### src/rtl/pipe_stage_skid.sv
// pipe_stage_skid
//   Parametrised VLIW pipeline stage register with a valid/ready handshake.
//   A 2-entry skid buffer (main + skid) keeps in_ready fully registered, so
//   it never depends combinationally on out_ready. The stage also supports
//   flush-to-bubble and a saturating stall counter.
//
// Ports
//   clk, reset      : clock and synchronous active-high reset
//   flush           : drop stage contents and any same-cycle input
//   in_valid/ready  : upstream handshake (in_ready is registered)
//   in_data/ctrl    : LANES packed payload/control slots
//   in_lane_en      : per-lane occupancy flags
//   out_valid/ready : downstream handshake
//   out_data/ctrl   : registered payload/control (main register)
//   out_lane_en     : registered per-lane occupancy
//   stall_cnt       : saturating count of cycles with out_valid & !out_ready
module pipe_stage_skid #(
    parameter int unsigned DATA_W            = 32,
    parameter int unsigned CTRL_W            = 8,
    parameter int unsigned LANES             = 2,
    parameter bit          FLUSH_CLEARS_DATA = 1'b0
) (
    input  logic                    clk,
    input  logic                    reset,
    input  logic                    flush,
    input  logic                    in_valid,
    output logic                    in_ready,
    input  logic [LANES*DATA_W-1:0] in_data,
    input  logic [LANES*CTRL_W-1:0] in_ctrl,
    input  logic [LANES-1:0]        in_lane_en,
    output logic                    out_valid,
    input  logic                    out_ready,
    output logic [LANES*DATA_W-1:0] out_data,
    output logic [LANES*CTRL_W-1:0] out_ctrl,
    output logic [LANES-1:0]        out_lane_en,
    output logic [15:0]             stall_cnt
);

    typedef enum logic [1:0] {
        EMPTY = 2'd0,
        ONE   = 2'd1,
        FULL  = 2'd2
    } state_t;

    state_t                  state;
    logic [LANES*DATA_W-1:0] mainData, skidData;
    logic [LANES*CTRL_W-1:0] mainCtrl, skidCtrl;
    logic [LANES-1:0]        mainLaneEn, skidLaneEn;
    logic                    inReadyR, outValidR;
    logic [15:0]             stallCnt;
    logic                    accept, drain;

    assign accept = in_valid & inReadyR;
    assign drain  = outValidR & out_ready;

    always_ff @(posedge clk) begin
        if (reset) begin
            state      <= EMPTY;
            mainData   <= '0;
            mainCtrl   <= '0;
            mainLaneEn <= '0;
            skidData   <= '0;
            skidCtrl   <= '0;
            skidLaneEn <= '0;
            inReadyR   <= 1'b1;
            outValidR  <= 1'b0;
            stallCnt   <= '0;
        end else begin
            // Counts on current outputs, so it keeps counting in a flush cycle.
            if (outValidR && !out_ready && stallCnt != '1)
                stallCnt <= stallCnt + 16'd1;

            if (flush) begin
                state      <= EMPTY;
                inReadyR   <= 1'b1;
                outValidR  <= 1'b0;
                mainCtrl   <= '0;
                mainLaneEn <= '0;
                skidCtrl   <= '0;
                skidLaneEn <= '0;
                if (FLUSH_CLEARS_DATA) begin
                    mainData <= '0;
                    skidData <= '0;
                end
            end else begin
                case (state)
                    EMPTY: begin
                        if (accept) begin
                            mainData   <= in_data;
                            mainCtrl   <= in_ctrl;
                            mainLaneEn <= in_lane_en;
                            state      <= ONE;
                            outValidR  <= 1'b1;
                        end
                    end
                    ONE: begin
                        if (accept && drain) begin
                            mainData   <= in_data;
                            mainCtrl   <= in_ctrl;
                            mainLaneEn <= in_lane_en;
                        end else if (accept) begin
                            // Main is stalled: park the new bundle in the skid.
                            skidData   <= in_data;
                            skidCtrl   <= in_ctrl;
                            skidLaneEn <= in_lane_en;
                            state      <= FULL;
                            inReadyR   <= 1'b0;
                        end else if (drain) begin
                            // Main keeps its stale contents; only valid drops.
                            state     <= EMPTY;
                            outValidR <= 1'b0;
                        end
                    end
                    FULL: begin
                        if (drain) begin
                            mainData   <= skidData;
                            mainCtrl   <= skidCtrl;
                            mainLaneEn <= skidLaneEn;
                            state      <= ONE;
                            inReadyR   <= 1'b1;
                        end
                    end
                    default: begin
                        state     <= EMPTY;
                        inReadyR  <= 1'b1;
                        outValidR <= 1'b0;
                    end
                endcase
            end
        end
    end

    assign in_ready    = inReadyR;
    assign out_valid   = outValidR;
    assign out_data    = mainData;
    assign out_ctrl    = mainCtrl;
    assign out_lane_en = mainLaneEn;
    assign stall_cnt   = stallCnt;

endmodule

### config.mk
export PLATFORM = sky130hd
export DESIGN_NAME = pipe_stage_skid
export DESIGN_NICKNAME = d
export VERILOG_FILES = /design/src/rtl/pipe_stage_skid.sv
export SDC_FILE = /design/constraint.sdc
export NUM_CORES = 1
export LEC_CHECK = 0
export CAP_MARGIN = 5
export CORE_ASPECT_RATIO = 0.75
export CORE_UTILIZATION = 45
export DETAILED_ROUTE_END_ITERATION = 6
export GPL_TIMING_DRIVEN = 0
export PLACE_DENSITY = 0.8
export SETUP_SLACK_MARGIN = 0.02
export SLEW_MARGIN = 30
export SYNTH_ARGS = -nofsm -noshare
export SYNTH_HDL_FRONTEND = slang
export SYNTH_SLANG_ARGS = --single-unit
export TNS_END_PERCENT = 5
### constraint.sdc
create_clock -name clk -period 4 [get_ports clk]
set_input_delay 0.8 -clock clk [delete_from_list [all_inputs] [get_ports clk]]
set_output_delay 0.8 -clock clk [all_outputs]
set_load 0.01 [all_outputs]
# == Word level (Yosys, flattened, before mapping) ==
# Index checks and enable logic that the tools add are counted.
# totals
reg_bits,184
input_bits,87
out_inout_bits,100
word_cells,69
# classes
add_sub_neg,1
n_eq_ne,11
muxes,27
n_bitwise,6
n_reduce_logical,14
# ops
op,n
$mux 64,3
$pmux 64 s3,1
$mux 16,3
$pmux 16 s3,1
$add 16x1->16 const B,1
$mux 2,8
$ne 16x16->1 const B,1
$reduce_and 4->1,4
$ne 2x2->1 const B,7
$pmux 2 s3,2
$reduce_and 5->1,2
$mux 1,7
$pmux 1 s3,2
$not 1->1,4
$logic_and 1x1->1,3
$ne 3x3->1 const B,1
$reduce_and 3->1,1
$reduce_bool 3->1,1
$and 1x1->1,2
$eq 2x1->1 const B,1
$eq 2x2->1 const B,1
$logic_not 2->1,1
$reduce_or 2->1,1
$logic_not 1->1,1

# == Longest topological paths before layout ==
# depth
ltp_word,5
mapped_depth,7

# == Worst setup path before layout ==
# OpenSTA, ideal clock, no wires.
# synth_timing
path_type,input port to flip-flop
startpoint,in out_ready
endpoint,"reg stallCnt[11], in the netlist stall_cnt[11]"
setup_time_ns,0.123
arrival_ns,1.911
required_ns,3.877
slack_ns,1.965
path_stages,5
path_buffers,1
path_cell_list,nand2b_1 buf_6 or3_4 nor3_1 mux2_1
# synth_via
elab_chain_len,3
# synth_rtl
element,line_no,rtl
start: declaration,32,"input logic out_ready,"
$logic_not 1->1,70,if (outValidR && !out_ready && stallCnt != '1)
$logic_and 1x1->1 (2 in a row),70,
end signal: assignment,71,stallCnt <= stallCnt + 16'd1;
end: declaration,50,logic [15:0] stallCnt;
# No other way between the ends.
# A chain may end at the register's enable or synchronous reset.

# == Final worst setup path ==
# layout_timing
startpoint,in out_ready
endpoint,reg skidData[8]
# layout_via
elab_chain_len,4
# layout_rtl
element,line_no,rtl
$and 1x1->1,54,assign drain = outValidR & out_ready;
$logic_and 1x1->1,97,if (accept && drain) begin
$not 1->1 (no source line),n/a,
$reduce_and 4->1 (no source line),n/a,
end signal: assignment,103,skidData <= in_data;
end: declaration,46,"logic [LANES*DATA_W-1:0] mainData, skidData;"
# No other way between the ends.

==> flow_metrics.tcl <==
set metrics [dict create \
    routed.top_layer "met5" \
    async_flop_share_pct 0 \
    hold_violations 0 \
    grt.overflow.total 0 \
    period_share_pct 68.7 \
    die_height_um 115 \
    ios 187 \
    slew-limit-headroom_pct 57.8 \
    required_ns 4.29 \
    p_per_area_nw_per_um2 400 \
    final_common_cell "clkdlybuf4s50_1" \
    grt_max_degree 17 \
    max_slew.worst_pin.slew_ns 0.631 \
    fmax_mhz 364 \
    layout_common_cells "clkdlybuf4s50_1 (185), dfxtp_1 (184), nand2_1 (140), a21oi_1 (138), mux2i_1 (102)" \
    fin_nets 1143 \
    ys_seq_area_share_pct 47.7 \
    synthToLayoutAreaGrowth_pct 34.9 \
    syn_inst 851 \
    h-tree-depth 4 \
    holdWs_ns 0.453 \
    design_area_um2 10400 \
    vias 7188 \
    irDropWorstVdd_mv 0.235 \
    num_antenna_cells 0 \
    slowest_delay_ns 0.61 \
    skew_ns 0.0133 \
    rsz0062_at_grt "false" \
    syn_avg_cell_area_um2 9.08 \
    drcViolationCount 0 \
    gp_congestion 0.815 \
    placeableCoreArea_um2 16800 \
    dieArea_um2 17700 \
    crit_type "primary input to flip-flop" \
    cp_slowest_cell "nand4_1" \
    grt_pass1_wl_um 34800 \
    synth_cell_types 44 \
    max-cap-violations 0 \
    cts_max_path_buffers 2 \
    synth_fp_nets 939 \
    rows 41 \
    status "complete, no violations" \
    ys_ff_latch 184 \
    hpwl_um 15500 \
    drv_slew 0 \
    min_path_type "flip-flop to flip-flop" \
    crit_arrival_ns 3.04 \
    portBuffers 185 \
    clkLatencyLatePin_ns 0.43 \
    min_period_ns 2.75 \
    cts_tree "yes" \
    dr_wl_met2_um 10000 \
    syn_area_um2 7730 \
    cts.clk_slew.worst_paths_ns 0.07 \
    power_leakage_nw 4.24 \
    path_cells "clkdlybuf4s50_1 > a21boi_0 > nand4_1 > clkbuf_1 > nand2_1 > a21oi_1" \
    path_max_fanout 10 \
    wl_met1_um 10300 \
    worst_setup_path_start_kind "primary input" \
    via_per_inst 5.60 \
    drt.antenna.violating_nets 0 \
    grt_pass1_vias 6691 \
    globalRouteTotalUtil_pct 25.0 \
    drive_above_1_share_pct 6.65 \
    yosysWarnings 0 \
    critPathBufInv 2 \
    cts_hold_buf 0 \
    drt_iter0_drc 496 \
    start_util_pct 45.9 \
    place_area_um2 9850 \
    fillers 1474 \
    route.met3.wl_um 1390 \
    drt_wl_total_um 22000 \
    clock-sinks 184 \
    routedWlPerCell_um 17.2 \
    cts_resized 0 \
    grt_antenna_before_repair 1 \
    setup_tns_ns 0 \
    dr.pass1.iters 5 \
    ys.flop_type "dfxtp_1" \
    root_buffer "clkbuf_16" \
    cp_top_family "buffers and inverters" \
    endpoint_kind "flip-flop" \
    cts_made_buffers 17 \
    finalSetupViolCount 0 \
    dieWidth_um 153 \
    synth_edf_count 0 \
    cts_setup_buffers 0 \
]
-- kinds of logic after synthesis --
logic type      synth area share, %
compound gates                 19.9
fa+ha+maj                     0.162
buf+inv                        5.07
flops                          47.7
mux                            13.5
simple gates                   13.7
-- report_power, final --
group	total [W]	leakage, nW	internal, W	switching [W]
Combinational	0.000560	2.47	0.000281	0.000279
Clock	0.00167	0.279	0.000939	0.000727
Sequential	0.00195	1.50	0.00190	0.0000434
-- cell usage after synthesis (2+ instances only) --
| cell | instances | area share (%) |
|---|---|---|
| buf_4 | 9 | 0.87 |
| nor2b_1 | 5 | 0.40 |
| nand2b_1 | 4 | 0.32 |
| nor4_1 | 3 | 0.24 |
| o21ai_0 | 4 | 0.26 |
| buf_2 | 28 | 1.8 |
| or4_1 | 2 | 0.19 |
| inv_1 | 4 | 0.19 |
| dfxtp_1 | 184 | 48 |
| mux2i_1 | 102 | 13 |
| or3_1 | 2 | 0.16 |
| nand2_1 | 140 | 6.8 |
| clkbuf_1 | 42 | 2.0 |
| a21oi_1 | 138 | 8.9 |
| nor2_1 | 45 | 2.2 |
| a311oi_1 | 65 | 7.4 |
| and3_1 | 3 | 0.24 |
| o31ai_1 | 2 | 0.19 |
| a211oi_1 | 19 | 1.8 |
| o31a_1 | 2 | 0.23 |
| nor3_1 | 9 | 0.58 |
| and4_1 | 4 | 0.45 |
| nand4_1 | 7 | 0.57 |
| o21a_1 | 2 | 0.19 |
| nand3_1 | 6 | 0.39 |
| o211ai_1 | 2 | 0.19 |
-- per-stage QoR --
| stage | setup slack (ns) | total power, W | util, % | instances |
|---|---|---|---|---|
| after global routing | 1.09 | 0.00433 | 61.9 | 1283 |
| after global placement | 0.900 | 0.00254 | 58.5 | 1251 |
| final | 1.25 | 0.00417 | 61.9 | 1283 |
| after floorplan | 1.97 | 0.00224 | - | 851 |
| after CTS | 1.29 | 0.00420 | 61.9 | 1283 |
| after detailed placement | 0.840 | 0.00254 | 58.5 | 1251 |
-- flip-flops by register name, summed over array words and instances (netlist names) --
register and count:
out_data 64, out_valid 1, out_lane_en 2, skidData 64, state 2, skidLaneEn 2, skidCtrl 16, stall_cnt 16
in_ready 1, out_ctrl 16
-- path summary, 6_finish.rpt --
| check | from | end | slack [ns] | cells past startpoint |
|---|---|---|---|---|
| min reg2reg | skidData[63]$_SDFFE_PP0P_ | skidData[63]$_SDFFE_PP0P_ | 0.45 | 2 |
| max | out_ready | skidData[8]$_SDFFE_PP0P_ | 1.25 | 6 |
| max reg2reg | out_valid$_SDFFE_PP0P_ | skidData[8]$_SDFFE_PP0P_ | 1.79 | 5 |
| min | skidData[63]$_SDFFE_PP0P_ | skidData[63]$_SDFFE_PP0P_ | 0.45 | 2 |
-- metal layers --
layer,track usage [%],vias up
li1,-,3489
met1,34.3,3406
met2,39.7,260
met3,4.97,31
met4,8.55,2
met5,0,-
-- worst reg2reg max path, stage by stage (launching register included) --
cell      delay [ns]
dfxtp_1         0.39
a21boi_0        0.43
nand4_1         0.61
clkbuf_1        0.42
nand2_1         0.15
a21oi_1         0.07
-- final cells by class --
cell class              instances  area (um^2)  area share (%)
flip-flops and latches        184         3680            35.3
multi-input cells             583         3650            35.0
repair buffers                185         1850            17.8
clock buffers                  21          450            4.32
plain buffers                  80          377            3.61
well taps                     215          269            2.58
clock inverters                11          124            1.19
inverters                       4         15.0           0.144
(Power assumes the default switching activity.)
